`src/rtl/alu_reg_file.sv`:
```
// Register file and carry/zero flag stage feeding an 8-bit ALU; two combinational read ports.
// Optional write-through bypass on the read ports and sc_flag: define ALU_REG_FILE_BYPASS_EN.
module alu_reg_file #(
  parameter int unsigned DW = 8,
  parameter int unsigned AW = 3
) (
  input  logic          clk,
  input  logic          reset,
  input  logic [AW-1:0] rd_addr_a,
  input  logic [AW-1:0] rd_addr_b,
  output logic [DW-1:0] rd_data_a,
  output logic [DW-1:0] rd_data_b,
  input  logic          wr_en,
  input  logic [AW-1:0] wr_addr,
  input  logic [DW-1:0] wr_data,
  input  logic          flag_we,
  input  logic          flag_clr,
  input  logic          sc_in,
  input  logic          zero_in,
  output logic          sc_flag,
  output logic          zero_flag,
  output logic [7:0]    wr_count
);

  localparam int NumRegs = 2 ** AW;

  logic [DW-1:0] regs_q [NumRegs];
  logic          sc_q;
  logic          zero_q;
  logic [7:0]    cnt_q;

  always_ff @(posedge clk or posedge reset) begin
    if (reset) begin
      for (int i = 0; i < NumRegs; i++) begin
        regs_q[i] <= '0;
      end
      sc_q   <= 1'b0;
      zero_q <= 1'b0;
      cnt_q  <= 8'd0;
    end else begin
      if (wr_en) begin
        regs_q[wr_addr] <= wr_data;
        if (cnt_q != 8'hFF) begin
          cnt_q <= cnt_q + 8'd1;
        end
      end
      // Clear outranks load so a flush can't be masked by a coincident capture.
      if (flag_clr) begin
        sc_q   <= 1'b0;
        zero_q <= 1'b0;
      end else if (flag_we) begin
        sc_q   <= sc_in;
        zero_q <= zero_in;
      end
    end
  end

`ifdef ALU_REG_FILE_BYPASS_EN
  // Bypass is gated by reset so reads still show zero while reset is held.
  always_comb begin
    rd_data_a = regs_q[rd_addr_a];
    rd_data_b = regs_q[rd_addr_b];
    sc_flag   = sc_q;
    if (!reset) begin
      if (wr_en && (wr_addr == rd_addr_a)) rd_data_a = wr_data;
      if (wr_en && (wr_addr == rd_addr_b)) rd_data_b = wr_data;
      if (flag_we && !flag_clr)            sc_flag   = sc_in;
    end
  end
`else
  always_comb begin
    rd_data_a = regs_q[rd_addr_a];
    rd_data_b = regs_q[rd_addr_b];
    sc_flag   = sc_q;
  end
`endif

  assign zero_flag = zero_q;
  assign wr_count  = cnt_q;

endmodule
```
`config.mk`:
```
export PLATFORM = sky130hd
export DESIGN_NAME = alu_reg_file
export DESIGN_NICKNAME = d
export VERILOG_FILES = /design/src/rtl/alu_reg_file.sv
export SDC_FILE = /design/constraint.sdc
export NUM_CORES = 1
export LEC_CHECK = 0
export ABC_AREA = 1
export CAP_MARGIN = 30
export CORE_ASPECT_RATIO = 2
export CORE_UTILIZATION = 47
export CTS_CLUSTER_DIAMETER = 200
export DETAILED_ROUTE_END_ITERATION = 8
export PLACE_DENSITY = 0.71
export SETUP_SLACK_MARGIN = 0.05
export SLEW_MARGIN = 25
export SYNTH_ARGS = -nofsm -noshare
export SYNTH_HDL_FRONTEND = slang
export SYNTH_SLANG_ARGS = --single-unit
```
`constraint.sdc`:
```
create_clock -name clk -period 2.1 [get_ports clk]
set_input_delay 0.21 -clock clk [delete_from_list [all_inputs] [get_ports clk]]
set_output_delay 0.21 -clock clk [all_outputs]
set_load 0.01 [all_outputs]
```
* Word-level counts from Yosys, hierarchy flattened
Cells that the tools add are included.
** Cells by class
- Add/subtract/negate cells :: 1
- Order comparisons :: 4
- Equality and inequality tests :: 1
- Muxes and demuxes :: 13
- Bitwise gates (word level) :: 3
- Reduce and logical (&&, ||, !) cells :: 3
** Operators by type and width (number)
- $bwmux W64 :: 1
- $bmux W8 S3 :: 2
- $mux W8 :: 5
- $demux W8 S3 :: 1
- $ge A4 B4 Y1 const B :: 3
- $not A3 Y4 :: 3
- $add A8 B1 Y8 const B :: 1
- $ne A8 B8 Y1 const B :: 1
- $lt A4 B1 Y1 const B :: 1
- $mux W1 :: 4
- $reduce_and A2 Y1 :: 1
- $reduce_bool A2 Y1 :: 1
- $logic_and A1 B1 Y1 :: 1
** Word-level totals
- Bits in registers :: 74
- Output and inout bits :: 26
- Logic and storage cells :: 36

* Depth between registers and ports, before layout
- Depth after elaboration :: 6
- Gate-level depth with buffers :: 8
- Depth with buffers taken out :: 8

* Worst setup path before layout
Ideal clock, no wire load.
- Path type :: register to register
- Start :: reg cnt_q[0], in the netlist wr_count[0]
- End :: reg cnt_q[3], in the netlist wr_count[3]
- Setup time :: 0.117 ns
- Arrival :: 1.248 ns
- Required time :: 1.983 ns
- Setup slack :: 0.736 ns
- Cell stages (with the launch flop) :: 9
- Buffers on the path :: 0
- Clock period less this slack :: 1.364 ns
- Cell sequence :: dfrtp_1 -> ha_1 -> inv_1 -> nor2_1 -> nand2_1 -> nand2_2 -> inv_1 -> nand2_1 -> nand2_1
** On the way
- Cells in the longest elaborated chain, start to end :: 2
** Ends and longest elaborated chain
- start: declaration :: line 30 : logic [7:0] cnt_q;
- start signal: assignment :: line 44 : cnt_q <= cnt_q + 8'd1;
- branches (longest 2 deep; another with $add A8 B1 Y8)
Parallel ways; which one is timed is not known.
A chain may end at the register's enable or synchronous reset.

* Final worst setup path
- Start :: reg regs_q[26] (netlist bit)
- End :: out rd_data_b[2]
** On the way
- Cells in the longest elaborated chain, start to end :: 3
** Ends and longest elaborated chain
- start: declaration :: line 27 : logic [DW-1:0] regs_q [NumRegs];
- start signal: indexed assignment :: line 42 : regs_q[wr_addr] <= wr_data;
- $bmux W8 S3 :: line 73 : rd_data_b = regs_q[rd_addr_b];
- $mux W8 (implied by the code) (2 in series) :: line 73
- end: declaration :: line 12 : output logic [DW-1:0] rd_data_b,
Every way passes these cells. The select of a mux whose other input is x is not followed.

==> impl_metrics.xml <==
<?xml version="1.0" encoding="UTF-8"?>
<metrics>
  <group name="status">
    <metric name="outcome" unit="">complete, no violations</metric>
  </group>
  <group name="power">
    <metric name="pwr_density_cell" unit="nW/um^2">878.7</metric>
    <metric name="vdd.ir_drop.worst" unit="uV">593.5</metric>
    <metric name="total_leakage_power" unit="nW">2.540</metric>
  </group>
  <group name="final_layout">
    <metric name="multiInputGateArea" unit="um^2">1903</metric>
    <metric name="layout.area.seq" unit="um^2">1852</metric>
    <metric name="drive_gt1_share" unit="%">5.844</metric>
    <metric name="final.fill_count" unit="">846</metric>
    <metric name="layout.nets" unit="">636</metric>
    <metric name="antenna_cells_inserted" unit="">0</metric>
    <metric name="areaGrowthSynthToFinish" unit="%">21.26</metric>
    <metric name="finish.cell_count_without_fillers" unit="">716</metric>
  </group>
  <group name="route">
    <metric name="vias_after_detailed_routing" unit="">3910</metric>
    <metric name="detailedRoute.firstIterationViolations" unit="">266</metric>
    <metric name="ant_nets" unit="">0</metric>
    <metric name="routed_wirelength" unit="mm">11.04</metric>
    <metric name="drt_pass1_iterations" unit="">8</metric>
    <metric name="routed_wire_length_per_instance" unit="um">15.42</metric>
    <metric name="route.detailed.drc" unit="">0</metric>
    <metric name="routed_via_density" unit="">5.461</metric>
  </group>
  <group name="clock_network">
    <metric name="clockBufferDepth" unit="">2</metric>
    <metric name="cts.htree.levels" unit="">3</metric>
    <metric name="ctsRootBufferMaster" unit="">sky130_fd_sc_hd__clkbuf_16</metric>
    <metric name="postCtsSetupRepairBufs" unit="">0</metric>
    <metric name="tritoncts" unit="">done</metric>
    <metric name="worstSkewPairLatency" unit="ns">0.33</metric>
    <metric name="clkSinkCount" unit="">74</metric>
    <metric name="cts-buffers-inserted" unit="">9</metric>
    <metric name="cts.reportedPaths.clkPinSlew" unit="ns">0.06</metric>
  </group>
  <group name="sta">
    <metric name="fin_worst_hold_slack" unit="ns">0.3185</metric>
    <metric name="finalCritPeriodShare" unit="%">89.76</metric>
    <metric name="fin_worst_skew" unit="ns">0.003613</metric>
    <metric name="finalCriticalPeriod" unit="ns">1.885</metric>
    <metric name="final_critical_path_setup_slack" unit="ns">0.2151</metric>
    <metric name="finalSetupViolCount" unit="">0</metric>
    <metric name="final_max_slew_viols" unit="">0</metric>
    <metric name="rsz0062_at_grt" unit="">false</metric>
    <metric name="max-slew-margin-rel" unit="%">63.27</metric>
    <metric name="max_freq" unit="MHz">530.5</metric>
    <metric name="fin_setup_tns" unit="ns">0</metric>
    <metric name="tightestPinTransition" unit="ns">0.5496</metric>
    <metric name="final_hold_viol_count" unit="">0</metric>
  </group>
  <group name="critical_path">
    <metric name="critPathLaunchType" unit="">register</metric>
    <metric name="worst-r2r-cell-count" unit="">8</metric>
    <metric name="biggest_fanout_along_the_worst_timing_path" unit="">3</metric>
    <metric name="worst-setup-path-type" unit="">reg -&gt; out</metric>
    <metric name="required" unit="ns">1.89</metric>
    <metric name="cp.arrival" unit="ns">1.67</metric>
    <metric name="critical_path.endpoint_type" unit="">output port</metric>
  </group>
  <group name="placed_design">
    <metric name="detailedPlace.worstSlack" unit="ns">0.01628</metric>
    <metric name="placed_wire_length_estimate_after_detailed_placement" unit="mm">8.164</metric>
    <metric name="portBuffers" unit="">49</metric>
    <metric name="finalWeightedCongestion" unit="">0.8835</metric>
    <metric name="dp_cells" unit="">700</metric>
  </group>
  <group name="grt">
    <metric name="number_of_global_route_vias_before_repair" unit="">3743</metric>
    <metric name="antenna_found_initial" unit="">0</metric>
    <metric name="maximum_number_of_pins_on_one_net_before_global_route_repair" unit="">75</metric>
    <metric name="grt_remaining_overflow" unit="">0</metric>
    <metric name="grt_first_pass_wirelength" unit="mm">17.81</metric>
    <metric name="grt_util_all_layers" unit="%">26.73</metric>
  </group>
  <group name="logic_synthesis">
    <metric name="synth_sequential_area_ratio" unit="%">44.56</metric>
    <metric name="syn_inst_count" unit="">567</metric>
    <metric name="ys_types" unit="">20</metric>
    <metric name="netlist_area" unit="um^2">4155</metric>
    <metric name="number_of_synthesis_warnings" unit="">0</metric>
    <metric name="synth.avg_cell_area" unit="um^2">7.328</metric>
    <metric name="synth-seq-cells" unit="">74</metric>
    <metric name="post_synthesis_net_count" unit="">592</metric>
  </group>
  <group name="flow_run">
    <metric name="maxCapViolCount" unit="">0</metric>
  </group>
  <group name="floorplan">
    <metric name="die_height" unit="um">135.0</metric>
    <metric name="floorplan.die_area" unit="um^2">9243</metric>
    <metric name="core_outline_area" unit="um^2">8588</metric>
    <metric name="initial_utilization" unit="%">48.38</metric>
    <metric name="placement_rows" unit="">48</metric>
    <metric name="die_x" unit="um">68.49</metric>
    <metric name="num_io_pins" unit="">50</metric>
  </group>
  <group name="worst_hold_path">
    <metric name="holdCritPathClass" unit="">in -&gt; async</metric>
  </group>
</metrics>
==> cell usage after synthesis <==
master,instances,share of area [%]
sky130_fd_sc_hd__o21ai_0,67,8.1
sky130_fd_sc_hd__nand3_2,1,0.24
sky130_fd_sc_hd__nand2_2,1,0.15
sky130_fd_sc_hd__dfrtp_1,74,45
sky130_fd_sc_hd__or2_2,1,0.15
sky130_fd_sc_hd__xor2_1,2,0.42
sky130_fd_sc_hd__inv_1,59,5.3
sky130_fd_sc_hd__clkbuf_1,4,0.36
sky130_fd_sc_hd__nor3_4,1,0.39
sky130_fd_sc_hd__nand3_1,5,0.60
sky130_fd_sc_hd__nor2_4,1,0.27
sky130_fd_sc_hd__buf_4,1,0.18
sky130_fd_sc_hd__buf_6,5,1.4
sky130_fd_sc_hd__nor2_1,9,0.81
sky130_fd_sc_hd__xnor2_1,1,0.21
sky130_fd_sc_hd__buf_2,20,2.4
sky130_fd_sc_hd__o21ai_1,1,0.12
sky130_fd_sc_hd__nand2_1,249,22
sky130_fd_sc_hd__ha_1,1,0.30
sky130_fd_sc_hd__o211ai_1,64,12
==> placed cells by master (no fill, tap or decap), types with 5 or more instances in the layout <==
cell type,instances
sky130_fd_sc_hd__nand2_1,249
sky130_fd_sc_hd__dfrtp_1,74
sky130_fd_sc_hd__o21ai_0,67
sky130_fd_sc_hd__o211ai_1,64
sky130_fd_sc_hd__inv_1,57
sky130_fd_sc_hd__clkdlybuf4s50_1,41
sky130_fd_sc_hd__nor2_1,9
sky130_fd_sc_hd__clkbuf_16,9
sky130_fd_sc_hd__buf_4,8
sky130_fd_sc_hd__buf_12,6
sky130_fd_sc_hd__nand3_1,5
==> final cells by class <==
class | instances | area share, %
clock buffer | 13 | 4.966
tap | 100 | 2.483
multi-input combinational | 404 | 37.77
inverter | 59 | 4.470
clock inverter | 3 | 0.2980
timing repair buffer | 63 | 13.26
sequential | 74 | 36.75
==> per-stage QoR <==
step	total power, W	area (um^2)	util, %
floorplan	0.002579	4159	-
global placement	0.003019	4766	55.49
detailed placement	0.003053	4766	55.49
CTS	0.004463	5029	58.55
global route	0.004680	5039	58.67
finish	0.004428	5039	58.67
==> critical path: stages, from the launching register on <==
cell	delay, ns
sky130_fd_sc_hd__dfrtp_1	0.41
sky130_fd_sc_hd__o211ai_1	0.25
sky130_fd_sc_hd__nand2_1	0.08
sky130_fd_sc_hd__nand2_1	0.06
sky130_fd_sc_hd__nand2_1	0.06
sky130_fd_sc_hd__clkdlybuf4s50_1	0.47
==> cell families after synthesis <==
| family | synth area share, % |
|---|---|
| AND/OR/NAND/NOR | 25.11 |
| AO/OA/AOI/OAI | 19.75 |
| buffers and inverters | 9.636 |
| flip-flops | 44.56 |
| XOR/XNOR | 0.6325 |
| adder cells (fa/ha/maj) | 0.3011 |
==> metal layers <==
layer / vias to the layer above / track usage [%] / part of all wire [%]
li1: 1931 / - / -
met1: 1823 / 29.32 / 39
met2: 130 / 45.75 / 52
met3: 26 / 4.476 / 4.5
met4: 0 / 16.32 / 4.1
met5: - / 0 / 0
==> registers in the layout, summed over array words and instances (netlist names) <==
signal	flops
regs_q	64
sc_flag	1
wr_count	8
zero_flag	1
==> path summary, 6_finish.rpt <==
check	start	to	slack (ns)
worst max register to register	wr_count[0]	wr_count[5]	0.51
worst min-delay path	reset	regs_q[52]	0.32
min in group clk	sc_in	sc_flag	0.45
max in group asynchronous	reset	regs_q[13]	1.45
worst max-delay path	regs_q[26]	rd_data_b[2]	0.22
worst min register to register	regs_q[35]	regs_q[35]	0.48
==> repair_timing <==
| item | in CTS | in global routing |
|---|---|---|
| gates resized for setup | 2 | 5 |
| setup endpoints to repair | 7 | 7 |
| hold buffers | 0 | 0 |
| gates cloned | 0 | 0 |
==> where the power goes <==
part	switching [W]	internal (W)
Clock	0.000567	0.000826
Sequential	0.000223	0.00170
Combinational	0.000610	0.000496
Total	0.00140	0.00303
No activity file was read; power rests on OpenSTA's default activity.
==> RTL change: new RTL, same flow settings <==
Change the parameter `AW` from 3 to 4.
--- a/src/rtl/alu_reg_file.sv
+++ b/src/rtl/alu_reg_file.sv
@@ -2,7 +2,7 @@
 // Optional write-through bypass on the read ports and sc_flag: define ALU_REG_FILE_BYPASS_EN.
 module alu_reg_file #(
   parameter int unsigned DW = 8,
-  parameter int unsigned AW = 3
+  parameter int unsigned AW = 4
 ) (
   input  logic          clk,
   input  logic          reset,
Interface: changed (resized rd_addr_a, rd_addr_b and wr_addr); port bits go from 50 to 53. The function was not compared with the original's and may differ.
==> RTL change against the unedited design <==
  * Sequential share of layout area down 0.48 points
  * Power grew 100%
  * Area after synthesis increased by 94%
  * Critical path depth grew 2
  * Cell count increased by 100%
  * Clock power is 120% higher
  * Sequential power up 84%
  * Hold slack got worse by 0.045 ns
  * Sequential cell count is 64 higher
  * Routed wire length increased by 140%
  * Cell area up 89%
  * Critical endpoint is now rd_data_a[4]
  * Worst setup slack worse by 0.095 ns
  * Critical path type unchanged
  * Combinational power rose by 110%
==> RTL change: results (changes against the unedited design) <==
* Number of placed cells counting well taps at 1421 (was 700)
* Count of nets after finishing at 1264 (was 636)
* Lkg Pwr at 4.99 nW (was 2.54 nW)
* Total number of vias at 8113 (was 3910)
* TritonCTS Buffers at 17 (was 9)
* FF-to-FF setup slack at 0.55 ns (was 0.51 ns)
* Clk sinks at 138 (was 74)
* Worst R2R End: wr_count[3]$_DFFE_PP0P_ (was wr_count[5]$_DFFE_PP0P_)
* Pin count of the biggest net entering global routing at 101 (was 75)
* Total inserted antenna cells at 0 (unchanged)
* Area share of buffers outside the clock network at 10.1% (was 13.3%)
* Routability-driven placement congestion ratio at 0.991 (was 0.884)
* Crit-path max cell delay at 0.38 ns (was 0.47 ns)
* Wire length of the first global-routing pass at 43000 µm (was 17800 µm)
* Dpl cell area at 8840 µm² (was 4770 µm²)
* Largest cells by area after synthesis: dfrtp_1, nand2_1, nand3_1 (was dfrtp_1, nand2_1, o211ai_1)
* Rows at 67 (was 48)
* Mean instance size in the synthesized netlist at 6.74 µm² (was 7.33 µm²)
* Share of post-route cells with drive strength above 1 at 7.21% (was 5.84%)
* Port-buffer cells at 52 (was 49)
* Maximum fanout along the worst path at 2 (was 3)
* Fin Clk Skew at 0.00966 ns (was 0.00361 ns)
* Sequential cell area fraction in the yosys report at 42.8% (was 44.6%)
* Layout Cell Area excl Fill at 9520 µm² (was 5040 µm²)
* Slew at the pin with the worst max-slew slack at 0.680 ns (was 0.550 ns)
* Top cell family by delay on the critical path: simple AND/OR/NAND/NOR gates (was buffers and inverters)
* Placed wire-length estimate at 18500 µm (was 8160 µm)
* Count of multi-input gates at 823 (was 404)
* Number of filler instances in the final layout at 1672 (was 846)
* Flip-flop and latch area at 3450 µm² (was 1850 µm²)
* Final cell count without fillers at 1456 (was 716)
* Result of the run: complete, no violations (unchanged)
* Worst hold slack across all endpoints at 0.273 ns (was 0.318 ns)
* Total number of yosys warnings at 0 (unchanged)
* Number of nets produced by synthesis at 1225 (was 592)
* Inverters at 163 (was 59)
* Number of global-route vias before repair at 7983 (was 3743)
* Total Wirelength at 27000 µm (was 11000 µm)
* Router iterations before antenna repair at 6 (was 8)
* Number of flip-flops under the largest register name at 128 (was 64)
* Arrival time reported for the critical path endpoint at 1.77 ns (was 1.67 ns)
* Leading cell types by count after synthesis: nand2_1, nand3_1, inv_1, dfrtp_1, o21ai_0 (was nand2_1, dfrtp_1, o21ai_0, o211ai_1, inv_1)
* Clock network area share at 6.20% (was 5.26%)
* H-tree level count at 4 (was 3)
* Gr usage total at 32.8% (was 26.7%)
* Fraction of standard cell area in multi-input logic at 38.2% (was 37.8%)
* Maximum VDD drop at 0.554 mV (was 0.593 mV)
-- RTL change: cell types whose count changed after synthesis, sizes merged --
cell	change
nand3	+227
nand2	+184
inv	+104
o21ai	+67
dfrtp	+64
o211ai	-64
clkbuf	+34
buf	+9
nor2	+2
nand3b	+1
nor3	+1
xnor2	+1
-- RTL change: worst min-delay path, delay by kind of cell --
family	cells	cell delay, ns
buffers and inverters	3	0.96
-- RTL change: per-layer routing --
layer  track usage (%)  share of wire [%]  vias up
li1                  -                  -     3838
met1              37.9                 37     3726
met2              53.9                 49      435
met3              6.18                7.3      114
met4              21.8                6.9        0
met5                 0                  0        -
-- RTL change: power breakdown --
part	internal [mW]	switching [mW]
Clock	1.83	1.21
Combinational	0.866	1.44
Sequential	3.23	0.335
-- RTL change: worst max path at each step --
stage	slack, ns	start	cells past startpoint	endpoint
final	0.12	regs_q[68]$_DFFE_PP0P_	7	rd_data_a[4]
after global routing	0.09	regs_q[57]$_DFFE_PP0P_	7	rd_data_b[1]
after CTS	0.05	regs_q[12]$_DFFE_PP0P_	7	rd_data_b[4]
after detailed placement	-0.21	rd_addr_b[1]	7	rd_data_b[3]
after global placement	-0.24	rd_addr_b[1]	7	rd_data_b[3]
after floorplan	0.17	reset	1	regs_q[0]$_DFFE_PP0P_
-- RTL change: logic make-up after synthesis --
| logic type | synth area share, % |
|---|---|
| flops | 42.8 |
| simple gates | 36.0 |
| fa+ha+maj | 0.155 |
| xor+xnor | 0.434 |
| buf+inv | 12.2 |
| compound gates | 8.38 |
-- RTL change: what timing repair did --
| action | CTS | global route |
|---|---|---|
| setup buffers | 2 | 0 |
| setup endpoints to repair | 16 | 8 |
| gates cloned | 1 | 0 |
| hold buffers | 0 | 0 |
| gates resized for setup | 22 | 8 |
